## src/rtl/otter_mem_arbiter_pkg.sv

```systemverilog
// rtl/otter_mem_arbiter_pkg.sv - shared types and helpers for the OTTER memory arbiter
package otter_mem_pkg;

    typedef enum logic [1:0] {
        IDLE   = 2'd0,
        BUSY_I = 2'd1,
        BUSY_D = 2'd2,
        RESP   = 2'd3
    } arb_state_t;

    typedef enum logic [1:0] {
        BYTE = 2'd0,
        HALF = 2'd1,
        WORD = 2'd2
    } size_t;

    localparam logic [31:0] MEM_ERR_RDATA = 32'h0;

    // Halfwords need bit 0 clear, words need both low bits clear.
    function automatic logic is_misaligned(input logic [1:0] size, input logic [1:0] addr_lo);
        return ((size == HALF) && addr_lo[0]) || ((size == WORD) && (addr_lo != 2'b00));
    endfunction

endpackage

```

## src/rtl/otter_mem_arbiter_if.sv

```systemverilog
// rtl/otter_mem_arbiter_if.sv - fetch, data and memory-port signals of the arbiter
interface otter_mem_arbiter_if;

    logic        i_req;
    logic [31:0] i_addr;
    logic        i_flush;
    logic [31:0] i_rdata;
    logic        i_valid;
    logic        i_err;

    logic        d_req;
    logic        d_we;
    logic [1:0]  d_size;
    logic [31:0] d_addr;
    logic [31:0] d_wdata;
    logic [31:0] d_rdata;
    logic        d_valid;
    logic        d_err;

    logic        m_req;
    logic        m_we;
    logic [1:0]  m_size;
    logic [31:0] m_addr;
    logic [31:0] m_wdata;
    logic [31:0] m_rdata;
    logic        m_ack;

    modport slave (
        input  i_req, i_addr, i_flush, d_req, d_we, d_size, d_addr, d_wdata, m_rdata, m_ack,
        output i_rdata, i_valid, i_err, d_rdata, d_valid, d_err,
               m_req, m_we, m_size, m_addr, m_wdata
    );

    modport master (
        output i_req, i_addr, i_flush, d_req, d_we, d_size, d_addr, d_wdata, m_rdata, m_ack,
        input  i_rdata, i_valid, i_err, d_rdata, d_valid, d_err,
               m_req, m_we, m_size, m_addr, m_wdata
    );

endinterface

```

## src/rtl/otter_mem_arbiter_timer.sv

```systemverilog
// rtl/otter_mem_arbiter_timer.sv - loadable/clearable access timer with terminal count
module otter_arb_timer #(
    parameter  int TIMEOUT = 64,
    localparam int W       = (TIMEOUT > 1) ? $clog2(TIMEOUT) : 1
) (
    input  logic         CLK,
    input  logic         RST,
    input  logic         i_clear,
    input  logic         i_load,
    input  logic [W-1:0] i_load_val,
    input  logic         i_en,
    output logic         o_tc
);

    logic [W-1:0] r_count;

    assign o_tc = (r_count == W'(TIMEOUT - 1));

    // Holds at terminal count so an unattended enable cannot wrap.
    always_ff @(posedge CLK or posedge RST) begin
        if (RST) begin
            r_count <= '0;
        end else if (i_clear) begin
            r_count <= '0;
        end else if (i_load) begin
            r_count <= i_load_val;
        end else if (i_en && !o_tc) begin
            r_count <= r_count + 1'b1;
        end
    end

endmodule

```

## src/rtl/otter_mem_arbiter.sv

```systemverilog
// rtl/otter_mem_arbiter.sv - shares one memory port between instruction fetch and data access
module otter_mem_arbiter
    import otter_mem_pkg::*;
#(
    parameter int MAX_D_STREAK = 4,
    parameter int TIMEOUT      = 64
) (
    input  logic               CLK,
    input  logic               RST,
    otter_mem_arbiter_if.slave bus
);

    localparam int            SW         = $clog2(MAX_D_STREAK + 1);
    localparam logic [SW-1:0] STREAK_MAX = SW'(MAX_D_STREAK);

    arb_state_t    r_state;
    logic [SW-1:0] r_streak;
    logic          r_flush_pend;
    logic          r_m_req;
    logic          r_m_we;
    logic [1:0]    r_m_size;
    logic [31:0]   r_m_addr;
    logic [31:0]   r_m_wdata;
    logic [31:0]   r_i_rdata;
    logic          r_i_valid;
    logic          r_i_err;
    logic [31:0]   r_d_rdata;
    logic          r_d_valid;
    logic          r_d_err;

    logic w_grant_d;
    logic w_grant_i;
    logic w_d_misaligned;
    logic w_busy;
    logic w_tc;
    logic w_done;
    logic w_i_keep;

    assign w_d_misaligned = is_misaligned(bus.d_size, bus.d_addr[1:0]);
    // Data wins unless fetch has already waited through a full streak of data grants.
    assign w_grant_d      = bus.d_req && (!bus.i_req || (r_streak < STREAK_MAX));
    assign w_grant_i      = !w_grant_d && bus.i_req && !bus.i_flush;
    assign w_busy         = (r_state == BUSY_I) || (r_state == BUSY_D);
    assign w_done         = bus.m_ack || w_tc;
    assign w_i_keep       = !(r_flush_pend || bus.i_flush);

    otter_arb_timer #(.TIMEOUT(TIMEOUT)) u_timer (
        .CLK        (CLK),
        .RST        (RST),
        .i_clear    (!w_busy),
        .i_load     (1'b0),
        .i_load_val ('0),
        .i_en       (w_busy),
        .o_tc       (w_tc)
    );

    always_ff @(posedge CLK or posedge RST) begin
        if (RST) begin
            r_state      <= IDLE;
            r_streak     <= '0;
            r_flush_pend <= 1'b0;
            r_m_req      <= 1'b0;
            r_m_we       <= 1'b0;
            r_m_size     <= 2'd0;
            r_m_addr     <= 32'h0;
            r_m_wdata    <= 32'h0;
            r_i_rdata    <= 32'h0;
            r_i_valid    <= 1'b0;
            r_i_err      <= 1'b0;
            r_d_rdata    <= 32'h0;
            r_d_valid    <= 1'b0;
            r_d_err      <= 1'b0;
        end else begin
            r_i_valid <= 1'b0;
            r_i_err   <= 1'b0;
            r_d_valid <= 1'b0;
            r_d_err   <= 1'b0;
            case (r_state)
                IDLE: begin
                    if (w_grant_d) begin
                        r_streak <= bus.i_req ? ((r_streak < STREAK_MAX) ? r_streak + 1'b1 : r_streak)
                                              : '0;
                        if (w_d_misaligned) begin
                            r_d_valid <= 1'b1;
                            r_d_err   <= 1'b1;
                            r_d_rdata <= MEM_ERR_RDATA;
                            r_state   <= RESP;
                        end else begin
                            r_m_req   <= 1'b1;
                            r_m_we    <= bus.d_we;
                            r_m_size  <= bus.d_size;
                            r_m_addr  <= bus.d_addr;
                            r_m_wdata <= bus.d_wdata;
                            r_state   <= BUSY_D;
                        end
                    end else if (w_grant_i) begin
                        r_streak  <= '0;
                        r_m_req   <= 1'b1;
                        r_m_we    <= 1'b0;
                        r_m_size  <= WORD;
                        r_m_addr  <= bus.i_addr;
                        r_m_wdata <= 32'h0;
                        r_state   <= BUSY_I;
                    end
                end
                BUSY_I: begin
                    if (bus.i_flush) begin
                        r_flush_pend <= 1'b1;
                    end
                    // A flushed fetch still finishes on the bus; only its completion is hidden.
                    if (w_done) begin
                        r_m_req   <= 1'b0;
                        r_i_valid <= w_i_keep;
                        r_i_err   <= w_i_keep && !bus.m_ack;
                        r_i_rdata <= bus.m_ack ? bus.m_rdata : MEM_ERR_RDATA;
                        r_state   <= RESP;
                    end
                end
                BUSY_D: begin
                    if (w_done) begin
                        r_m_req   <= 1'b0;
                        r_d_valid <= 1'b1;
                        r_d_err   <= !bus.m_ack;
                        r_d_rdata <= (bus.m_ack && !r_m_we) ? bus.m_rdata : MEM_ERR_RDATA;
                        r_state   <= RESP;
                    end
                end
                RESP: begin
                    r_flush_pend <= 1'b0;
                    r_state      <= IDLE;
                end
                default: r_state <= IDLE;
            endcase
        end
    end

    assign bus.m_req   = r_m_req;
    assign bus.m_we    = r_m_we;
    assign bus.m_size  = r_m_size;
    assign bus.m_addr  = r_m_addr;
    assign bus.m_wdata = r_m_wdata;
    assign bus.i_rdata = r_i_rdata;
    assign bus.i_valid = r_i_valid;
    assign bus.i_err   = r_i_err;
    assign bus.d_rdata = r_d_rdata;
    assign bus.d_valid = r_d_valid;
    assign bus.d_err   = r_d_err;

    a_d_req_held: assert property (@(posedge CLK) disable iff (RST)
        (r_state == BUSY_D) |-> bus.d_req);
    a_i_req_held: assert property (@(posedge CLK) disable iff (RST)
        ((r_state == BUSY_I) && !r_flush_pend && !bus.i_flush) |-> bus.i_req);

endmodule

```

## src/flat_wrapper.sv

```systemverilog
// flat-port wrapper written by rule: the top's interface ports become plain ports
module otter_mem_arbiter_flat import otter_mem_pkg::*;
#(
    parameter int MAX_D_STREAK = 4,
    parameter int TIMEOUT      = 64
)
  (CLK, RST, bus_i_req, bus_i_addr, bus_i_flush, bus_d_req, bus_d_we, bus_d_size, bus_d_addr, bus_d_wdata, bus_m_rdata, bus_m_ack, bus_i_rdata, bus_i_valid, bus_i_err, bus_d_rdata, bus_d_valid, bus_d_err, bus_m_req, bus_m_we, bus_m_size, bus_m_addr, bus_m_wdata);
  otter_mem_arbiter_if bus_i ();
  input  logic CLK;
  input  logic RST;
  input wire logic [$bits(bus_i.i_req)-1:0] bus_i_req;
  input wire logic [$bits(bus_i.i_addr)-1:0] bus_i_addr;
  input wire logic [$bits(bus_i.i_flush)-1:0] bus_i_flush;
  input wire logic [$bits(bus_i.d_req)-1:0] bus_d_req;
  input wire logic [$bits(bus_i.d_we)-1:0] bus_d_we;
  input wire logic [$bits(bus_i.d_size)-1:0] bus_d_size;
  input wire logic [$bits(bus_i.d_addr)-1:0] bus_d_addr;
  input wire logic [$bits(bus_i.d_wdata)-1:0] bus_d_wdata;
  input wire logic [$bits(bus_i.m_rdata)-1:0] bus_m_rdata;
  input wire logic [$bits(bus_i.m_ack)-1:0] bus_m_ack;
  output wire logic [$bits(bus_i.i_rdata)-1:0] bus_i_rdata;
  output wire logic [$bits(bus_i.i_valid)-1:0] bus_i_valid;
  output wire logic [$bits(bus_i.i_err)-1:0] bus_i_err;
  output wire logic [$bits(bus_i.d_rdata)-1:0] bus_d_rdata;
  output wire logic [$bits(bus_i.d_valid)-1:0] bus_d_valid;
  output wire logic [$bits(bus_i.d_err)-1:0] bus_d_err;
  output wire logic [$bits(bus_i.m_req)-1:0] bus_m_req;
  output wire logic [$bits(bus_i.m_we)-1:0] bus_m_we;
  output wire logic [$bits(bus_i.m_size)-1:0] bus_m_size;
  output wire logic [$bits(bus_i.m_addr)-1:0] bus_m_addr;
  output wire logic [$bits(bus_i.m_wdata)-1:0] bus_m_wdata;
  assign bus_i.i_req = bus_i_req;
  assign bus_i.i_addr = bus_i_addr;
  assign bus_i.i_flush = bus_i_flush;
  assign bus_i.d_req = bus_d_req;
  assign bus_i.d_we = bus_d_we;
  assign bus_i.d_size = bus_d_size;
  assign bus_i.d_addr = bus_d_addr;
  assign bus_i.d_wdata = bus_d_wdata;
  assign bus_i.m_rdata = bus_m_rdata;
  assign bus_i.m_ack = bus_m_ack;
  assign bus_i_rdata = bus_i.i_rdata;
  assign bus_i_valid = bus_i.i_valid;
  assign bus_i_err = bus_i.i_err;
  assign bus_d_rdata = bus_i.d_rdata;
  assign bus_d_valid = bus_i.d_valid;
  assign bus_d_err = bus_i.d_err;
  assign bus_m_req = bus_i.m_req;
  assign bus_m_we = bus_i.m_we;
  assign bus_m_size = bus_i.m_size;
  assign bus_m_addr = bus_i.m_addr;
  assign bus_m_wdata = bus_i.m_wdata;
  otter_mem_arbiter #(.MAX_D_STREAK(MAX_D_STREAK), .TIMEOUT(TIMEOUT)) u_core (.CLK(CLK), .RST(RST), .bus(bus_i));
endmodule
```

## config.mk

```make
export PLATFORM = sky130hd
export DESIGN_NAME = otter_mem_arbiter_flat
export DESIGN_NICKNAME = d
export VERILOG_FILES = /design/src/rtl/otter_mem_arbiter_pkg.sv /design/src/rtl/otter_mem_arbiter_if.sv /design/src/rtl/otter_mem_arbiter_timer.sv /design/src/rtl/otter_mem_arbiter.sv /design/src/flat_wrapper.sv
export SDC_FILE = /design/constraint.sdc
export NUM_CORES = 1
export LEC_CHECK = 0
export ABC_AREA = 1
export CORE_MARGIN = 1
export CORE_UTILIZATION = 49
export CTS_BUF_LIST = sky130_fd_sc_hd__clkbuf_2 sky130_fd_sc_hd__clkbuf_4 sky130_fd_sc_hd__clkbuf_8
export CTS_CLUSTER_SIZE = 20
export DETAILED_ROUTE_END_ITERATION = 16
export PLACE_DENSITY = 0.89
export SETUP_SLACK_MARGIN = 0.1
export SKIP_CTS_REPAIR_TIMING = 1
export SYNTH_ARGS = -nofsm -noshare
export SYNTH_HDL_FRONTEND = slang
export SYNTH_SLANG_ARGS = --single-unit
export TNS_END_PERCENT = 30
```

## constraint.sdc

```tcl
create_clock -name CLK -period 8.4 [get_ports CLK]
set_clock_uncertainty 0.2 [all_clocks]
set_input_delay 2.1 -clock CLK [delete_from_list [all_inputs] [get_ports CLK]]
set_output_delay 2.1 -clock CLK [all_outputs]
set_load 0.03 [all_outputs]
```

# --- Word-level counts from Yosys, hierarchy flattened ---
# Index checks and enable logic that the tools add are counted.
op_classes:
  n_eq_ne: 16
  n_addsub: 2
  magnitude_cmp: 1
  reduce_logical: 34
  n_mux: 46
op_table:
  columns: ["operator", "n"]
  rows:
  - ["$mux W32", 11]
  - ["$pmux W32 S2", 1]
  - ["$mux W1", 17]
  - ["$mux W2", 6]
  - ["$mux W3", 4]
  - ["$mux W6", 2]
  - ["$ne A2 B1 Y1 const B", 5]
  - ["$reduce_bool A2 Y1", 5]
  - ["$logic_and A1 B1 Y1", 8]
  - ["$pmux W1 S2", 4]
  - ["$reduce_and A4 Y1", 2]
  - ["$logic_not A1 Y1", 7]
  - ["$add A6 B1 Y6 const B", 1]
  - ["$eq A2 B2 Y1 const B", 3]
  - ["$eq A6 B6 Y1 const B", 1]
  - ["$ne A3 B3 Y1 const B", 2]
  - ["$pmux W2 S3", 1]
  - ["$reduce_and A2 Y1", 3]
  - ["$reduce_and A3 Y1", 2]
  - ["$logic_or A1 B1 Y1", 5]
  - ["$eq A2 B1 Y1 const B", 2]
  - ["$ne A2 B2 Y1 const B", 2]
  - ["$add A3 B1 Y3 const B", 1]
  - ["$lt A3 B3 Y1 const B", 1]
  - ["3 further kinds", 3]
totals:
  in_bits: 137
  reg_bits: 148
  out_inout_bits: 136

# --- Logic depth before layout (Yosys ltp) ---
# Gate-level depths: netlist of the first run.
depth:
  word_depth: 9
  depth_mapped: 11
  ltp_nobuf: 10

# --- Modules after synthesis ---
# Synthesis of the first run repeated with hierarchy kept, for this count alone.
unflattened:
  cells_unflattened: 812
  area_unflattened_um2: 6553.8
modules_own_cells:
  columns: ["module", "cells_per_inst", "n_inst", "area_each_um2"]
  rows:
  - ["otter_mem_arbiter", 746, 1, 6127.1]
  - ["otter_arb_timer", 66, 1, 426.7]

# --- Worst setup path after synthesis of the first run ---
# OpenSTA, ideal clock, no wires.
synth_timing:
  kind: "input to register"
  start: "input port bus_i_req"
  end: "register u_core.r_m_addr[18] (netlist: u_core.bus.m_addr[18])"
  arrival_time_ns: 2.959
  path_stages: 10
  t_required_ns: 8.073
  setup_time_ns: 0.127
  n_path_buf: 2
  setup_slack_ns: 5.113
  path_cell_list: "nand2_1 > nand2_4 > nor2_4 > inv_2 > nand2_2 > nand2_4 > buf_8 > buf_8 > nand2_2 > o21ai_2"
synth_via:
  elab_chain_cells: 8
  word_cells_on_any_way: 10
  classes_between: "eq/ne: 1; mux: 1; reduce/logical: 8"
synth_rtl:
  columns: ["element", "line", "source"]
  rows:
  - ["start, declared", "flat_wrapper.sv:11", "input wire logic [$bits(bus_i.i_req)-1:0] bus_i_req;"]
  - ["$logic_not A1 Y1", "otter_mem_arbiter.sv:41", "assign w_grant_d = bus.d_req && (!bus.i_req || (r_streak < STREAK_MAX));"]
  - ["$logic_or A1 B1 Y1", "otter_mem_arbiter.sv:41", null]
  - ["$logic_and A1 B1 Y1", "otter_mem_arbiter.sv:41", null]
  - ["$logic_not A1 Y1", "otter_mem_arbiter.sv:42", "assign w_grant_i = !w_grant_d && bus.i_req && !bus.i_flush;"]
  - ["$logic_and A1 B1 Y1 (2 in a row)", "otter_mem_arbiter.sv:42", null]
  - ["$reduce_bool A2 Y1 (no source line)", null, null]
  - ["$reduce_and A3 Y1 (no source line)", null, null]
  - ["end signal, assigned", "otter_mem_arbiter.sv:92", "r_m_addr <= bus.d_addr;"]
  - ["end signal, assigned", "otter_mem_arbiter.sv:101", "r_m_addr <= bus.i_addr;"]
  - ["end, declared", "otter_mem_arbiter.sv:22", "logic [31:0] r_m_addr;"]
# Parallel ways exist; a longest one is shown, timed or not.
# A chain may end at the register's enable or synchronous reset.

# --- Worst setup path after layout of the first run ---
layout_timing:
  start: "input port bus_i_req"
  end: "register u_core.r_m_wdata[27] (netlist: u_core.bus.m_wdata[27])"
layout_via:
  elab_chain_cells: 8
  word_cells_on_any_way: 10
  classes_between: "eq/ne: 1; mux: 1; reduce/logical: 8"
layout_rtl:
  columns: ["element", "line", "source"]
  rows:
  - ["$logic_not A1 Y1", "otter_mem_arbiter.sv:41", null]
  - ["$logic_or A1 B1 Y1", "otter_mem_arbiter.sv:41", null]
  - ["$logic_and A1 B1 Y1", "otter_mem_arbiter.sv:41", null]
  - ["$logic_not A1 Y1", "otter_mem_arbiter.sv:42", null]
  - ["$logic_and A1 B1 Y1 (2 in a row)", "otter_mem_arbiter.sv:42", null]
  - ["$reduce_bool A2 Y1 (no source line)", null, null]
  - ["$reduce_and A3 Y1 (no source line)", null, null]
  - ["end signal, assigned", "otter_mem_arbiter.sv:93", "r_m_wdata <= bus.d_wdata;"]
  - ["end, declared", "otter_mem_arbiter.sv:23", "logic [31:0] r_m_wdata;"]
# Parallel ways exist; a longest one is shown, timed or not.

==> out/qor.csv, run 1 <==
stage,metric,value,unit
yosys,register area share after synthesis,0.533,
floorplan,Boundary Pins,273,
run_status,status,"complete, no violations",
yosys,Area contributors post-synth,"dfrtp_1, nand2_1, o21ai_2",
pwr,Int Power,2.19,mW
timing,min Tclk post-route,4.95,ns
finish,final non-filler cell total,1169,
route,vias per cell,5.18,
timing,Least-Margin Pin Slew,1.14,ns
timing,Slew HR,0.243,
timing,total negative slack,0,ns
clock_tree,CTS Buf Count,17,
yosys,Mapped Cells,728,
grt,Total GRT Usage,0.270,
grt,grt ovf,0,
yosys,Yosys top cell by area,dfrtp_1,
finish,# diodes,0,
timing,worst hold slack,0.273,ns
route,DRC violations left,0,
route,met3 wire length,1940,µm
place,GPL Wtd Cong,0.820,
timing,setup violators final,0,
clock_tree,clk root buf,clkbuf_8,
route,1st-iter DRT viols,559,
floorplan,Die Ht,121,µm
worst_setup_path,Worst Setup Start Kind,input port,
route,DR WL/cell,16.2,µm
yosys,Ys Warns,0,
worst_setup_path,"Arr. time, crit path",5.04,ns
pwr,Comb power frac,0.534,
job,Max Cap Viol,0,
pwr,sequential share of power,0.311,
route,number of routed nets with antenna violations,0,
grt,first-pass GRT wire length,29900,µm
worst_setup_path,Crit path top cell by count,nand2_1,
clock_tree,Longest Clk Path Bufs,2,
place,IO Port Bufs,272,
place,Area after DPL,0.00965,mm²
worst_setup_path,Worst Path Required,8.48,ns
floorplan,die area,0.0147,mm²
finish,final net count,1119,
finish,post-layout util,0.727,
pwr,Pleak,4.66,nW
clock_tree,CTS tree,yes,
yosys,"flops & latches, synth",148,
route,met1 WL,7090,µm
finish,"Design Area, Final",0.0101,mm²
yosys,"EDFF count, synth",0,
worst_setup_path,Worst path max stage delay,0.83,ns
yosys,commonest cells in the synthesized netlist,"nand2_1, dfrtp_1, nand2_2",
clock_tree,"Clk pin slew, worst setup/hold paths",0.08,ns
yosys,most common cell in the netlist,nand2_1,
grt,number of antenna violations at the first check in global routing,0,
floorplan,Die W,121,µm
yosys,post-synth top area share,0.533,
clock_tree,clock sink count,148,
yosys,unique cell type count in the Yosys netlist,26,
pwr,switching power,1.75,mW
route,Detailed Routing Iterations Pass 1,8,
clock_tree,worst skew pair latency,0.45,ns
route,DR vias,6054,
place,placed insts,1137,
grt,number of global-route vias before repair,5869,
route,met2 WL post-DR,9260,µm
pwr,clock share of power,0.155,
grt,largest net degree at the start of global routing,135,
floorplan,Initial Utilization,0.501,
worst_setup_path,"Cell Chain, Critical Path","clkdlybuf4s50_1, nand2_1, nand2_4, inv_2, nand2_1, nand2_8, o21ai_0",
pwr,switch share,0.444,
yosys,synthesized area,0.00695,mm²
floorplan,Core Box Area,0.0139,mm²
finish,Fillers,1032,
finish,Multi-input gate area,0.00280,mm²
finish,share of cells above drive strength 1,0.172,
pwr,power density over cell area,391,mW/mm²
yosys,Post-synth top flop,dfrtp_1,
finish,Reg area,0.00370,mm²
min_path,worst hold path type,reg -> reg,
place,post-DP HPWL,13600,µm
worst_setup_path,critical path capture point type,flip-flop,
worst_setup_path,crit path max fanout,134,
timing,RSZ-0062 raised after global routing,false,
route,Routed WL,18900,µm
yosys,syn avg cell area,9.55,µm²
timing,Final Hold Violating Endpoints,0,
route,Top Metal Used,met4,
worst_setup_path,Worst R2R Setup Slack,5.24,ns
floorplan,Core Rows,43,
pwr,maximum VDD drop,292,µV
worst_setup_path,WS Path Type,in -> reg,
timing,Max Freq,0.202,GHz
clock_tree,H-Tree Depth,4,
timing,Slew Limit Fails,0,
yosys,Synthesized Nets,871,
worst_setup_path,slowest CP cell,nand2_8,
timing,period utilization,0.590,
finish,Area Overhead vs Synth,45.2,%
yosys,ys async rst share,1.00,
through the flow:
stage	setup slack, ns	power (mW)
floorplan	2.12	2.54
global placement	3.04	3.30
detailed placement	2.95	3.35
CTS	3.45	3.98
global route	3.10	4.17
finish	3.45	3.95
state kept, by name, summed over array words and instances (netlist names), 2 cells and up:
name                    flops
u_core.u_timer.r_count      6
u_core.bus.m_wdata         32
u_core.bus.m_size           2
u_core.bus.d_rdata         32
u_core.bus.i_rdata         32
u_core.r_state              2
u_core.r_streak             3
u_core.bus.m_addr          32
critical path, delay by kind of cell:
kind | cells | cell delay, ns
AND/OR/NAND/NOR | 4 | 1.54
buffers and inverters | 2 | 1.11
AO/OA/AOI/OAI | 1 | 0.19
path summary, 6_finish.rpt:
| path | start | endpoint | depth (start not counted) |
|---|---|---|---|
| max | bus_i_req | u_core.bus.m_wdata[27] | 7 |
| min | u_core.bus.d_rdata[12] | u_core.bus.d_rdata[12] | 2 |
| max reg2reg | u_core.r_streak[2] | u_core.bus.m_wdata[27] | 6 |
| min reg2reg | u_core.bus.d_rdata[12] | u_core.bus.d_rdata[12] | 2 |
| max in group asynchronous | RST | u_core.bus.i_rdata[5] | 3 |
| min in group asynchronous | RST | u_core.bus.d_rdata[17] | 2 |
routing by layer:
layer  track usage  up-vias
met5             0        -
met4         0.131        0
met3        0.0945       46
met2         0.438      318
met1         0.319     2813
li1              -     2877
power groups by stage:
stage	Sequential, mW	Clock (mW)	Combinational (mW)
3_3_place_gp	1.22	0	2.07
6_report	1.23	0.614	2.11
5_1_grt	1.26	0.654	2.25
4_1_cts	1.23	0.627	2.12
2_1_floorplan	1.79	0	0.742
3_5_place_dp	1.23	0	2.12
cell usage in the layout (no fill, tap or decap), types with 5 or more instances in the layout:
cell type,count
clkbuf_8,20
clkdlybuf4s50_1,272
clkinv_2,5
dfrtp_1,148
ha_1,6
inv_1,41
mux2i_1,30
nand2_1,178
nand2_2,63
nand3_1,40
nor2_1,20
nor3_1,23
o21ai_0,35
o21ai_2,62
o31ai_1,21
kinds of logic after synthesis:
group                    share of synthesized area
buffers and inverters                       0.0664
flip-flops                                   0.533
adder cells (fa/ha/maj)                     0.0108
AO/OA/AOI/OAI                                0.128
multiplexers                                0.0432
AND/OR/NAND/NOR                              0.218
XOR/XNOR                                   0.00126
layout make-up:
| type | instances | share of cell area |
|---|---|---|
| multi-input cells | 488 | 0.277 |
| repair buffers | 275 | 0.272 |
| well taps | 180 | 0.0223 |
| inverters | 46 | 0.0176 |
| clock inverters | 10 | 0.0151 |
| flip-flops and latches | 148 | 0.367 |
| clock buffers | 22 | 0.0288 |
Power figures use the tool's default switching activity.
==> run 2, diff against run 1 <==
Settings changed: CORE_UTILIZATION 49 to 41, PLACE_DENSITY 0.89 to 0.79.
Clock period 8.4 ns to 4.14 ns, I/O delays scaled along.
==> run 2 against run 1 <==
Net effect: via count down 1.2%; sequential share of layout area down 0.43 points; global-route usage down 4.9 points; first-iteration DRC count down 27%; critical endpoint is now u_core.bus.d_rdata[26].
==> out/qor.csv, run 2 (same netlist as run 1, synthesis figures left out) <==
stage,metric,value,unit,change
run_status,status,"complete, no violations",,
clock_tree,clock sink count,148,,unchanged
floorplan,Die W,132,µm,+9.2%
floorplan,Core Rows,47,,+9.3%
timing,Least-Margin Pin Slew,1.04,ns,-0.0951 ns
timing,Slew HR,0.305,,+0.0626
floorplan,Core Box Area,0.0166,mm²,+19%
timing,setup violators final,0,,unchanged
route,DR WL/cell,15.3,µm,-5.5%
pwr,power density over cell area,783,mW/mm²,+100%
grt,grt ovf,0,,unchanged
timing,period utilization,0.731,,
finish,final net count,1125,,+0.54%
route,Routed WL,18600,µm,-1.8%
worst_setup_path,crit path max fanout,33,,-75%
finish,Area Overhead vs Synth,46.9,%,
timing,Final Hold Violating Endpoints,0,,unchanged
floorplan,Initial Utilization,0.419,,-0.0816
clock_tree,CTS Buf Count,17,,unchanged
route,number of routed nets with antenna violations,0,,unchanged
min_path,worst hold path type,reg -> reg,,
timing,Slew Limit Fails,0,,unchanged
grt,number of antenna violations at the first check in global routing,0,,unchanged
timing,min Tclk post-route,3.02,ns,
floorplan,Boundary Pins,273,,unchanged
grt,Total GRT Usage,0.221,,-0.0492
job,Max Cap Viol,0,,unchanged
place,IO Port Bufs,272,,unchanged
route,1st-iter DRT viols,408,,-27%
route,DRC violations left,0,,unchanged
pwr,Pleak,4.68,nW,+0.51%
route,DR vias,5980,,-1.2%
grt,largest net degree at the start of global routing,149,,+10%
place,post-DP HPWL,13300,µm,-2.3%
grt,number of global-route vias before repair,5767,,-1.7%
worst_setup_path,WS Path Type,in -> reg,,
place,GPL Wtd Cong,0.832,,+1.5%
place,Area after DPL,0.00978,mm²,+1.4%
floorplan,die area,0.0175,mm²,+19%
worst_setup_path,"Arr. time, crit path",3.17,ns,-1.87 ns
clock_tree,H-Tree Depth,4,,unchanged
route,Detailed Routing Iterations Pass 1,5,,-3
clock_tree,Longest Clk Path Bufs,2,,unchanged
timing,total negative slack,0,ns,unchanged
route,vias per cell,4.92,,-5.0%
clock_tree,clk root buf,clkbuf_8,,
finish,"commonest non-fill, non-tap cell in the layout",clkdlybuf4s50_1,,
finish,"leading cell types in the layout, fill and taps excluded","clkdlybuf4s50_1, nand2_1, dfrtp_1",,
finish,share of cells above drive strength 1,0.177,,+0.00499
timing,Max Freq,0.331,GHz,
finish,# diodes,0,,unchanged
grt,first-pass GRT wire length,30300,µm,+1.2%
pwr,overall power,8.00,mW,+100%
floorplan,Die Ht,132,µm,+9.2%
finish,"Design Area, Final",0.0102,mm²,+1.2%
clock_tree,CTS tree,yes,,
worst_setup_path,critical path capture point type,flip-flop,,
clock_tree,worst skew pair latency,0.45,ns,about the same
pwr,maximum VDD drop,421,µV,+44%
worst_setup_path,Worst Path Required,4.28,ns,-4.20 ns
finish,Fillers,1388,,+34%
timing,RSZ-0062 raised after global routing,false,,
clock_tree,"Clk pin slew, worst setup/hold paths",0.09,ns,about the same
worst_setup_path,Worst Setup Start Kind,input port,,
-- run 2: cell types whose count changed in the layout (fill, tap and decap cells not counted), sizes merged --
cell	delta
clkinv	-5
bufinv	-1
buf	+6
inv	+8
clkinvlp	+2
clkbuf	-4
-- run 2: power breakdown --
group          switching, mW  internal [mW]  total (mW)
combinational           2.59           1.68        4.28
clock                  0.603          0.624        1.23
sequential             0.415           2.08        2.49
-- run 2: final timing paths --
kind,startpoint,endpoint,slack (ns),cells past startpoint
worst max-delay path,bus_m_ack,u_core.bus.d_rdata[26],1.12,6
worst max register to register,u_core.u_timer.r_count[0],u_core.bus.d_rdata[26],1.42,10
worst min register to register,u_core.bus.d_rdata[8],u_core.bus.d_rdata[8],0.28,2
min in group asynchronous,RST,u_core.bus.m_addr[3],0.89,3
max in group asynchronous,RST,u_core.bus.m_wdata[28],2.15,3
worst min-delay path,u_core.bus.d_rdata[8],u_core.bus.d_rdata[8],0.28,2
-- run 2: cell type report --
| cell class | instances | area, µm² | share of cell area |
|---|---|---|---|
| clock buffers | 18 | 241 | 0.0236 |
| flip-flops and latches | 148 | 3700 | 0.363 |
| repair buffers | 281 | 2830 | 0.277 |
| well taps | 220 | 275 | 0.0269 |
| inverters | 46 | 176 | 0.0173 |
| multi-input cells | 488 | 2800 | 0.274 |
| clock inverters | 14 | 189 | 0.0185 |
-- run 2: critical path: stages --
cell and delay, ns:
clkdlybuf4s50_1 0.67, nor2_1 0.15, nand2_2 0.50, nand2_2 0.53, nand2_1 0.21, nand2_1 0.06
-- run 2: through the flow --
stage	worst slack, ns	utilization	hold WS [ns]	instances
2_1_floorplan	1.04	-	0.246	728
3_3_place_gp	0.764	0.590	0.254	1183
3_5_place_dp	0.672	0.590	0.259	1183
4_1_cts	1.17	0.616	0.280	1215
5_1_grt	0.959	0.616	0.308	1215
6_report	1.12	0.616	0.284	1215
-- run 2: routing by layer --
layer,vias to the layer above,global-route usage,part of all wire
met5,-,0,0
met4,0,0.0709,0.018
met3,23,0.0857,0.099
met2,266,0.355,0.47
met1,2801,0.273,0.41
li1,2890,-,-
